`src/rtl/keccak_pkg.sv`:
```
// keccak_pkg
// Shared constants and types for the Keccak/SHAKE output path.
//   WORD_WIDTH     : width of one output word (one Keccak lane)
//   RATE_SHAKE128  : rate of SHAKE128 in bits, also the width of the rate bus
//   RATE_SHAKE256  : rate of SHAKE256 in bits
//   MODE_*         : operation mode encodings
//   dump_state_e   : state of the output dump sequencer
package keccak_pkg;

    localparam int WORD_WIDTH    = 64;
    localparam int RATE_SHAKE128 = 1344;
    localparam int RATE_SHAKE256 = 1088;
    localparam int WORD_IDX_W    = 5;
    localparam int BLOCK_BITS_W  = 11;

    localparam logic [1:0] MODE_SHAKE128 = 2'b00;
    localparam logic [1:0] MODE_SHAKE256 = 2'b01;

    typedef enum logic {
        ST_IDLE = 1'b0,
        ST_SEND = 1'b1
    } dump_state_e;

    // Rate in bits for a mode; any encoding other than SHAKE256 uses the
    // SHAKE128 rate.
    function automatic logic [BLOCK_BITS_W-1:0] mode_rate(input logic [1:0] mode);
        if (mode == MODE_SHAKE256) begin
            return BLOCK_BITS_W'(RATE_SHAKE256);
        end
        return BLOCK_BITS_W'(RATE_SHAKE128);
    endfunction

endpackage

```
`src/rtl/dump_fsm.sv`:
```
// dump_fsm
// IDLE/SEND sequencer and word index for the output dump stage.
//   clk, rst       : clock, synchronous active-high reset
//   start          : accepted buffer write (only meaningful in IDLE)
//   dout_ready     : consumer accepts the current word
//   last_word_idx  : index of the final word of the captured block
//   sending        : high while in SEND (a word is presented)
//   word_idx       : index of the word currently presented
module dump_fsm
    import keccak_pkg::*;
(
    input  logic                  clk,
    input  logic                  rst,
    input  logic                  start,
    input  logic                  dout_ready,
    input  logic [WORD_IDX_W-1:0] last_word_idx,
    output logic                  sending,
    output logic [WORD_IDX_W-1:0] word_idx
);

    dump_state_e           state_q;
    logic [WORD_IDX_W-1:0] word_idx_q;

    always_ff @(posedge clk) begin
        if (rst) begin
            state_q    <= ST_IDLE;
            word_idx_q <= '0;
        end else begin
            case (state_q)
                ST_IDLE: begin
                    if (start) begin
                        state_q    <= ST_SEND;
                        word_idx_q <= '0;
                    end
                end
                ST_SEND: begin
                    if (dout_ready) begin
                        if (word_idx_q == last_word_idx) begin
                            state_q    <= ST_IDLE;
                            word_idx_q <= '0;
                        end else begin
                            word_idx_q <= word_idx_q + 1'b1;
                        end
                    end
                end
                default: begin
                    state_q    <= ST_IDLE;
                    word_idx_q <= '0;
                end
            endcase
        end
    end

    assign sending  = (state_q == ST_SEND);
    assign word_idx = word_idx_q;

endmodule

```
`src/rtl/dump_stage.sv`:
```
// dump_stage
// Captures one rate block from the permute stage and streams it out as
// 64-bit words with a valid/ready handshake.
//   clk, rst                : clock, synchronous active-high reset
//   rate_input              : rate portion of the state, lane 0 in [63:0]
//   output_size_counter     : output bits still owed, this block included
//   operation_mode_in       : SHAKE128 / SHAKE256 mode of the block
//   output_buffer_we        : write strobe for the three inputs above
//   output_buffer_available : buffer empty, a write will be accepted
//   dout / dout_valid / dout_ready : output word handshake
//   dout_valid_bits         : valid bit count of dout (1..64, 0 when idle)
//   dout_last               : final word of this block
//   dout_final              : final word of the whole output
module dump_stage
    import keccak_pkg::*;
(
    input  logic                     clk,
    input  logic                     rst,
    input  logic [RATE_SHAKE128-1:0] rate_input,
    input  logic [31:0]              output_size_counter,
    input  logic [1:0]               operation_mode_in,
    input  logic                     output_buffer_we,
    output logic                     output_buffer_available,
    output logic [WORD_WIDTH-1:0]    dout,
    output logic                     dout_valid,
    input  logic                     dout_ready,
    output logic [6:0]               dout_valid_bits,
    output logic                     dout_last,
    output logic                     dout_final
);

    // Bits of the block to emit: the rate, or fewer if the output ends here.
    function automatic logic [BLOCK_BITS_W-1:0] sat_block_bits(
        input logic [31:0]             remaining,
        input logic [BLOCK_BITS_W-1:0] rate
    );
        if (remaining < {{(32-BLOCK_BITS_W){1'b0}}, rate}) begin
            return remaining[BLOCK_BITS_W-1:0];
        end
        return rate;
    endfunction

    // Keep the low 'bits' bits of a word (bits is 1..64).
    function automatic logic [WORD_WIDTH-1:0] word_mask(input logic [6:0] bits);
        if (bits >= 7'd64) begin
            return '1;
        end
        return (64'd1 << bits) - 64'd1;
    endfunction

    logic [RATE_SHAKE128-1:0] rate_q, rate_d;
    logic [31:0]              cnt_q, cnt_d;
    logic [1:0]               mode_q, mode_d;

    logic                     sending;
    logic                     accept;
    logic [WORD_IDX_W-1:0]    word_idx;
    logic [WORD_IDX_W-1:0]    last_word_idx;
    logic [BLOCK_BITS_W-1:0]  rate_bits;
    logic [BLOCK_BITS_W-1:0]  block_bits;
    logic [BLOCK_BITS_W-1:0]  word_base;
    logic [6:0]               tail_bits;
    logic [WORD_WIDTH-1:0]    word_raw;
    logic                     is_last;

    // Writes are taken only while idle and only when output is still owed.
    assign accept = !sending && output_buffer_we && (output_size_counter != 32'd0);

    always_comb begin
        rate_d = rate_q;
        cnt_d  = cnt_q;
        mode_d = mode_q;
        if (accept) begin
            rate_d = rate_input;
            cnt_d  = output_size_counter;
            mode_d = operation_mode_in;
        end
    end

    always_ff @(posedge clk) begin
        if (rst) begin
            rate_q <= '0;
            cnt_q  <= '0;
            mode_q <= MODE_SHAKE128;
        end else begin
            rate_q <= rate_d;
            cnt_q  <= cnt_d;
            mode_q <= mode_d;
        end
    end

    // Block geometry derived from the captured counter and mode.
    assign rate_bits     = mode_rate(mode_q);
    assign block_bits    = sat_block_bits(cnt_q, rate_bits);
    assign last_word_idx = WORD_IDX_W'((block_bits - 1'b1) >> 6);
    assign tail_bits     = 7'(block_bits - {last_word_idx, 6'd0});

    dump_fsm u_fsm (
        .clk           (clk),
        .rst           (rst),
        .start         (accept),
        .dout_ready    (dout_ready),
        .last_word_idx (last_word_idx),
        .sending       (sending),
        .word_idx      (word_idx)
    );

    // Outputs depend only on held state, so they stay stable under backpressure.
    assign word_base = {word_idx, 6'd0};
    assign word_raw  = rate_q[word_base +: WORD_WIDTH];
    assign is_last   = sending && (word_idx == last_word_idx);

    assign output_buffer_available = !sending;
    assign dout_valid      = sending;
    assign dout_valid_bits = !sending ? 7'd0 : (is_last ? tail_bits : 7'd64);
    assign dout            = sending ? (word_raw & word_mask(dout_valid_bits)) : '0;
    assign dout_last       = is_last;
    assign dout_final      = is_last && (cnt_q <= {{(32-BLOCK_BITS_W){1'b0}}, rate_bits});

endmodule

```
`config.mk`:
```
export PLATFORM = sky130hd
export DESIGN_NAME = dump_stage
export DESIGN_NICKNAME = d
export VERILOG_FILES = /design/src/rtl/keccak_pkg.sv /design/src/rtl/dump_fsm.sv /design/src/rtl/dump_stage.sv
export SDC_FILE = /design/constraint.sdc
export NUM_CORES = 2
export LEC_CHECK = 0
export ABC_CLOCK_PERIOD_IN_PS = 6220
export CAP_MARGIN = 10
export CELL_PAD_IN_SITES_DETAIL_PLACEMENT = 2
export CELL_PAD_IN_SITES_GLOBAL_PLACEMENT = 2
export CORE_AREA = 4 4 567 569
export CTS_BUF_LIST = sky130_fd_sc_hd__clkbuf_8
export DETAILED_ROUTE_END_ITERATION = 7
export DIE_AREA = 0 0 571 573
export PLACE_DENSITY = 0.69
export REMOVE_ABC_BUFFERS = 1
export SYNTH_ARGS = -nofsm -noshare
export SYNTH_HDL_FRONTEND = slang
export SYNTH_SLANG_ARGS = --single-unit
```
`constraint.sdc`:
```
create_clock -name clk -period 6.22 [get_ports clk]
set_input_delay 0.933 -clock clk [delete_from_list [all_inputs] [get_ports clk]]
set_output_delay 0.933 -clock clk [all_outputs]
set_load 0.005 [all_outputs]
```
Yosys cells after proc, flatten, opt, wreduce, memory -nomap -nowiden
Cells that the tools add are included.
W data, S select, Z words.
{"block": "op_classes", "n_addsub": 4, "n_lt_le_gt_ge": 3, "n_eq_ne": 4, "shift": 2, "mux": 20, "bitwise_logic": 2, "reduce_logical": 7}
{"cell": "$shiftx A1344 B12 Y64", "n": 1}
{"cell": "$mux W64", "n": 3}
{"cell": "$and A64 B64 Y64", "n": 1}
{"cell": "$shl A1 B7 Y64 const A", "n": 1}
{"cell": "$sub A64 B1 Y64 const B", "n": 1}
{"cell": "$mux W11", "n": 4}
{"cell": "$le A32 B11 Y1", "n": 1}
{"cell": "$lt A32 B11 Y1", "n": 1}
{"cell": "$reduce_bool A32 Y1", "n": 1}
{"cell": "$mux W5", "n": 3}
{"cell": "$mux W7", "n": 2}
{"cell": "$sub A11 B1 Y11 const B", "n": 1}
{"cell": "$pmux W5 S2", "n": 1}
{"cell": "$ge A7 B7 Y1 const B", "n": 1}
{"cell": "$sub A7 B7 Y7", "n": 1}
{"cell": "$mux W1", "n": 6}
{"cell": "$add A5 B1 Y5 const B", "n": 1}
{"cell": "$eq A5 B5 Y1", "n": 1}
{"cell": "$logic_and A1 B1 Y1", "n": 4}
{"cell": "$ne A2 B2 Y1 const B", "n": 2}
{"cell": "$eq A2 B1 Y1 const B", "n": 1}
{"cell": "$pmux W1 S2", "n": 1}
{"cell": "$reduce_and A2 Y1", "n": 1}
{"cell": "$logic_not A1 Y1", "n": 1}
{"cell": "$not A1 Y1", "n": 1}
{"block": "word_totals", "regBits": 1384, "inputBits": 1382, "out_inout_bits": 75}

Logic depth before layout (Yosys ltp)
{"block": "depth", "word_depth": 16, "mapped_depth": 18, "ltp_nobuf": 15}

Hierarchy
From an unflattened synthesis, not the netlist that was laid out.
{"block": "hier_totals", "cells_unflattened": 7410, "hier_area_um2": 60725.7}
{"module": "dump_stage", "n_inst": 1, "cells_each": 7368, "area_per_inst_um2": 60351.6, "seq_area_each_um2": 27586.5}
{"module": "dump_fsm", "n_inst": 1, "cells_each": 42, "area_per_inst_um2": 374.1, "seq_area_each_um2": 120.1}

Worst setup path after synthesis
OpenSTA, ideal clock, no wires.
{"block": "synth_timing", "path_type": "flip-flop to output port", "startpoint": "reg mode_q[0]", "endpoint": "out dout[6]", "t_arrival_ns": 3.918, "required_time_ns": 5.287, "path_slack_ns": 1.369, "stages_incl_launch_ff": 19, "path_buffers": 3, "cell_sequence": "dfxtp_1 nor2b_1 ha_1 nor4bb_1 o21a_1 or3_1 clkbuf_1 o211a_1 nor3_1 or2_1 buf_2 o21ai_0 nand2b_1 ha_1 clkbuf_1 o31ai_1 nor4b_1 nor4_1 nor4b_1"}
{"block": "synth_between", "elab_chain_len": 16, "elab_cells_between_ends": 19, "cone_classes": "add/sub (3); order compare (2); eq/ne (2); shift (1); mux (9); bitwise (1); reduce/logical (1)"}
{"element": "from (decl)", "line_no": "dump_stage.sv:53", "source": "logic [1:0] mode_q, mode_d;"}
{"element": "from (signal assigned)", "line_no": "dump_stage.sv:88", "source": "mode_q <= mode_d;"}
{"element": "$eq A2 B1 Y1 (*)", "line_no": "keccak_pkg.sv:27", "source": "if (mode == MODE_SHAKE256) begin"}
{"element": "$mux W1 (*)", "line_no": "keccak_pkg.sv:27"}
{"element": "$mux W11 (*)", "line_no": "keccak_pkg.sv:30", "source": "return BLOCK_BITS_W'(RATE_SHAKE128);"}
{"element": "$lt A32 B11 Y1", "line_no": "dump_stage.sv:37", "source": "if (remaining < {{(32-BLOCK_BITS_W){1'b0}}, rate}) begin"}
{"element": "$mux W1", "line_no": "dump_stage.sv:37"}
{"element": "$mux W11 (*)", "line_no": "dump_stage.sv:40", "source": "return rate;"}
{"element": "parallel branches: the longest is 3 deep, another holds $sub A11 B1 Y11"}
{"element": "$mux W7 (*) (2 in series)", "line_no": "dump_stage.sv:115", "source": "assign dout_valid_bits = !sending ? 7'd0 : (is_last ? tail_bits : 7'd64);"}
{"element": "$shl A1 B7 Y64 or $ge A7 B7 Y1 (tied branches)", "line_no": "dump_stage.sv:48, dump_stage.sv:45"}
{"element": "$sub A64 B1 Y64 or $mux W1 (tied branches)", "line_no": "dump_stage.sv:48, dump_stage.sv:45"}
{"element": "$mux W64 (*)", "line_no": "dump_stage.sv:48", "source": "return (64'd1 << bits) - 64'd1;"}
{"element": "$and A64 B64 Y64 (*)", "line_no": "dump_stage.sv:116", "source": "assign dout = sending ? (word_raw & word_mask(dout_valid_bits)) : '0;"}
{"element": "$mux W64 (*)", "line_no": "dump_stage.sv:116"}
{"element": "to (decl)", "line_no": "dump_stage.sv:24", "source": "output logic [WORD_WIDTH-1:0] dout,"}
Mark *: on every way between the ends.

Worst setup path after layout
{"block": "layout_timing", "startpoint": "reg cnt_q[0]", "endpoint": "out dout[6]"}
{"block": "layout_between", "elab_chain_len": 13, "elab_cells_between_ends": 17, "cone_classes": "add/sub (3); order compare (2); eq/ne (1); shift (1); mux (8); bitwise (1); reduce/logical (1)"}
{"element": "from (decl)", "line_no": "dump_stage.sv:52", "source": "logic [31:0] cnt_q, cnt_d;"}
{"element": "from (signal assigned)", "line_no": "dump_stage.sv:87", "source": "cnt_q <= cnt_d;"}
{"element": "$lt A32 B11 Y1", "line_no": "dump_stage.sv:37"}
{"element": "$mux W1", "line_no": "dump_stage.sv:37"}
{"element": "$mux W11 (*)", "line_no": "dump_stage.sv:40"}
{"element": "parallel branches: the longest is 3 deep, another holds $sub A11 B1 Y11"}
{"element": "$mux W7 (*) (2 in series)", "line_no": "dump_stage.sv:115"}
{"element": "$shl A1 B7 Y64 or $ge A7 B7 Y1 (tied branches)", "line_no": "dump_stage.sv:48, dump_stage.sv:45"}
{"element": "$sub A64 B1 Y64 or $mux W1 (tied branches)", "line_no": "dump_stage.sv:48, dump_stage.sv:45"}
{"element": "$mux W64 (*)", "line_no": "dump_stage.sv:48"}
{"element": "$and A64 B64 Y64 (*)", "line_no": "dump_stage.sv:116"}
{"element": "$mux W64 (*)", "line_no": "dump_stage.sv:116"}
Mark *: on every way between the ends. The select of a mux whose other input is x is not followed.

==> impl_metrics.ini <==
[routing]
drt_iter0_markers = 3312
routed_wl_mm = 368
viasPerCell = 4.73
ant_nets = 0
first_pass_iters = 5
route.detailed.drc = 0
route.vias.total = 63244
wl_per_cell_um = 27.6

[sta]
min_period_over_period = 0.963
setup_tns_ns = 0
slew_headroom = 0.176
drv_slew = 0
hold_slack_ns = 0.454
setup_viol = 0
hold_viol = 0
period_minus_slack_ns = 5.99
rsz0062_at_grt = yes
skew_ns = 0.0360
clock.fmax_mhz = 167
tightest_slew_ns = 1.24

[floorplan]
die_w_um = 571
io_pins = 1457
die_y_um = 573
initial_core_util = 0.191
core_area_um2 = 317000
dieArea_um2 = 327000
row_count = 207

[synth]
synth_cells = 7627
synth_edf_count = 0
async_flop_share = 0
synthAdderAreaFrac = 0.000620
muxShareOfSynthArea = 0.114
ys_ff_latch = 1384
synth_top_family_by_area = simple AND/OR/NAND/NOR gates
yosys.area.top_type = dfxtp_1
synth_area_um2 = 60500
ys.flop_type = dfxtp_1
yosysWarnings = 0
yosys.area_share.simple = 0.204
synth_top_area_frac = 0.458
netlist-cell-type-count = 74
ys_top_cells_by_area = dfxtp_1 (46%), nand2_1 (18%), a21oi_1 (12%)
ys_seq_area_frac = 0.458
synth_compound_area_frac = 0.180
syn_avg_cell_area_um2 = 7.93
synth_xor_area_frac = 0.00145

[cts]
root_buffer = clkbuf_8
h-tree-depth = 5
clkTransAtPathRegs_ns = 0.06
clk_latency_ns = 0.99
cts_hold_buf = 0
clk_path_buf_depth = 4
cts_tree = done
clkSinkCount = 1384
cts_inserted_buffers = 278

[power]
p_per_area_nw_per_um2 = 266
ir_worst_vdd_uv = 145
leakage_nw = 30.2

[finish]
final_nets = 10319
utilization = 0.273
final_cell_mix = nand2_1 (2834), a21oi_1 (1489), clkdlybuf4s50_1 (1402)
design_area_um2 = 86300
area_growth_pct = 42.7
layout-drive-gt1-share = 0.102
final_common_cell = nand2_1

[global_routing]
top_usage_layer = met2
met3_usage = 0.0494
antenna_found_initial = 126
grtUsageTotal = 0.215
grt_pass1_wl_mm = 513
grt_start_max_net_pins = 161
grt-ovfl-total = 0
grt_pass1_vias = 69095
use_met2 = 0.371
use_met1 = 0.257

[worst_setup_path]
max_stage_delay_ns = 0.61
cpMaxStageDelayCell = or4_4
cp_max_fo = 6
start_kind = flop
path_cells = or4_4, or3_4, a2bb2oi_1, a221oi_4, nor3_4, or2_1, o21ai_2, nand2b_1, ha_2, buf_4, o31ai_2, nor4b_4, nor4_2, buf_4, nor4b_1, buf_2
cp-end-kind = output pin
path_common_cell = buf_4
critPathArrivalTime_ns = 5.05
crit_type = reg2out
required_ns = 5.29

[placement]
dpl_cell_area_um2 = 80300
dp_hpwl_mm = 279
gp_congestion = 0.887
io_buffers = 1456

[flow_run]
cap_violations = 0

[worst_hold_path]
hold_path_class = reg2reg

[outcome]
status = finished, final reports clean
worst paths after layout:
check / start / to / slack (ns) / cells after the start
hold / removal: rate_q[329] / rate_q[329] / 0.45 / 2
hold reg to reg: rate_q[329] / rate_q[329] / 0.45 / 2
setup / recovery: cnt_q[0] / dout[6] / 0.23 / 16
setup reg to reg: u_fsm.sending / rate_q[748] / 2.87 / 6
cells by family (layout without fill, tap and decap cells):
group           Yosys count  after routing
buf+inv                 662           2169
compound gates         1950           1950
flops                  1384           1384
mux                     457            457
xor+xnor                 10             10
simple gates           3161           3161
other cells               0             43
fa+ha+maj                 3              3
through the flow:
stage                     power [mW]  setup slack [ns]  std cells
after global routing            24.0           -0.0510      13335
after floorplan                 12.9            -65.37       6975
after CTS                       23.3           -0.0889      13311
after global placement          13.4             0.223      12816
final                           22.9             0.232      13357
after detailed placement        13.6             0.179      12818
state kept, by name, indices dropped and copies added (netlist names):
signal          cells
rate_q           1344
cnt_q              32
u_fsm.word_idx      5
mode_q              2
u_fsm.sending       1
layout make-up:
type | count | area [µm²]
antenna | 43 | 108
clock buffer | 343 | 4720
clock inverter | 137 | 733
fill | 36101 | 230000
inverter | 10 | 46.3
multi-input combinational | 5581 | 30800
sequential | 1384 | 27700
tap | 4180 | 5230
timing repair buffer | 1679 | 17000
where the power goes:
| group | internal [mW] | switching (mW) | total, mW |
|---|---|---|---|
| Combinational | 1.60 | 2.04 | 3.65 |
| Sequential | 9.42 | 0.317 | 9.73 |
| Clock | 5.07 | 4.47 | 9.54 |
| Total | 16.1 | 6.83 | 22.9 |
worst max-delay path: cells and delay by family (launching register included):
| family | cells | cell delay, ns |
|---|---|---|
| simple gates | 8 | 2.06 |
| compound gates | 4 | 0.96 |
| buf+inv | 3 | 0.54 |
| flops | 1 | 0.31 |
| fa+ha+maj | 1 | 0.22 |
Yosys cell counts (29+ instances only):
library cell     n
o21ai_0         70
nor3_1          52
nand3_1         45
nor2_1         113
clkbuf_1       573
mux4_2         187
o22ai_1         70
buf_1           68
dfxtp_1       1384
a22oi_1         60
o221ai_1       131
nor4_1          29
mux2i_1        270
a21oi_1       1494
nand2_1       2836
routing by layer:
layer	share of wire	up-vias
li1	-	28832
met5	0.0015	-
met4	0.042	88
met3	0.060	629
met2	0.48	1847
met1	0.41	31848
timing repair:
item | in CTS | in global routing
endpoints found under the setup margin | 51 | 21
setup buffers | 13 | 2
gates resized for setup | 60 | 30
pin swaps | 4 | 4
(Power assumes the default switching activity.)
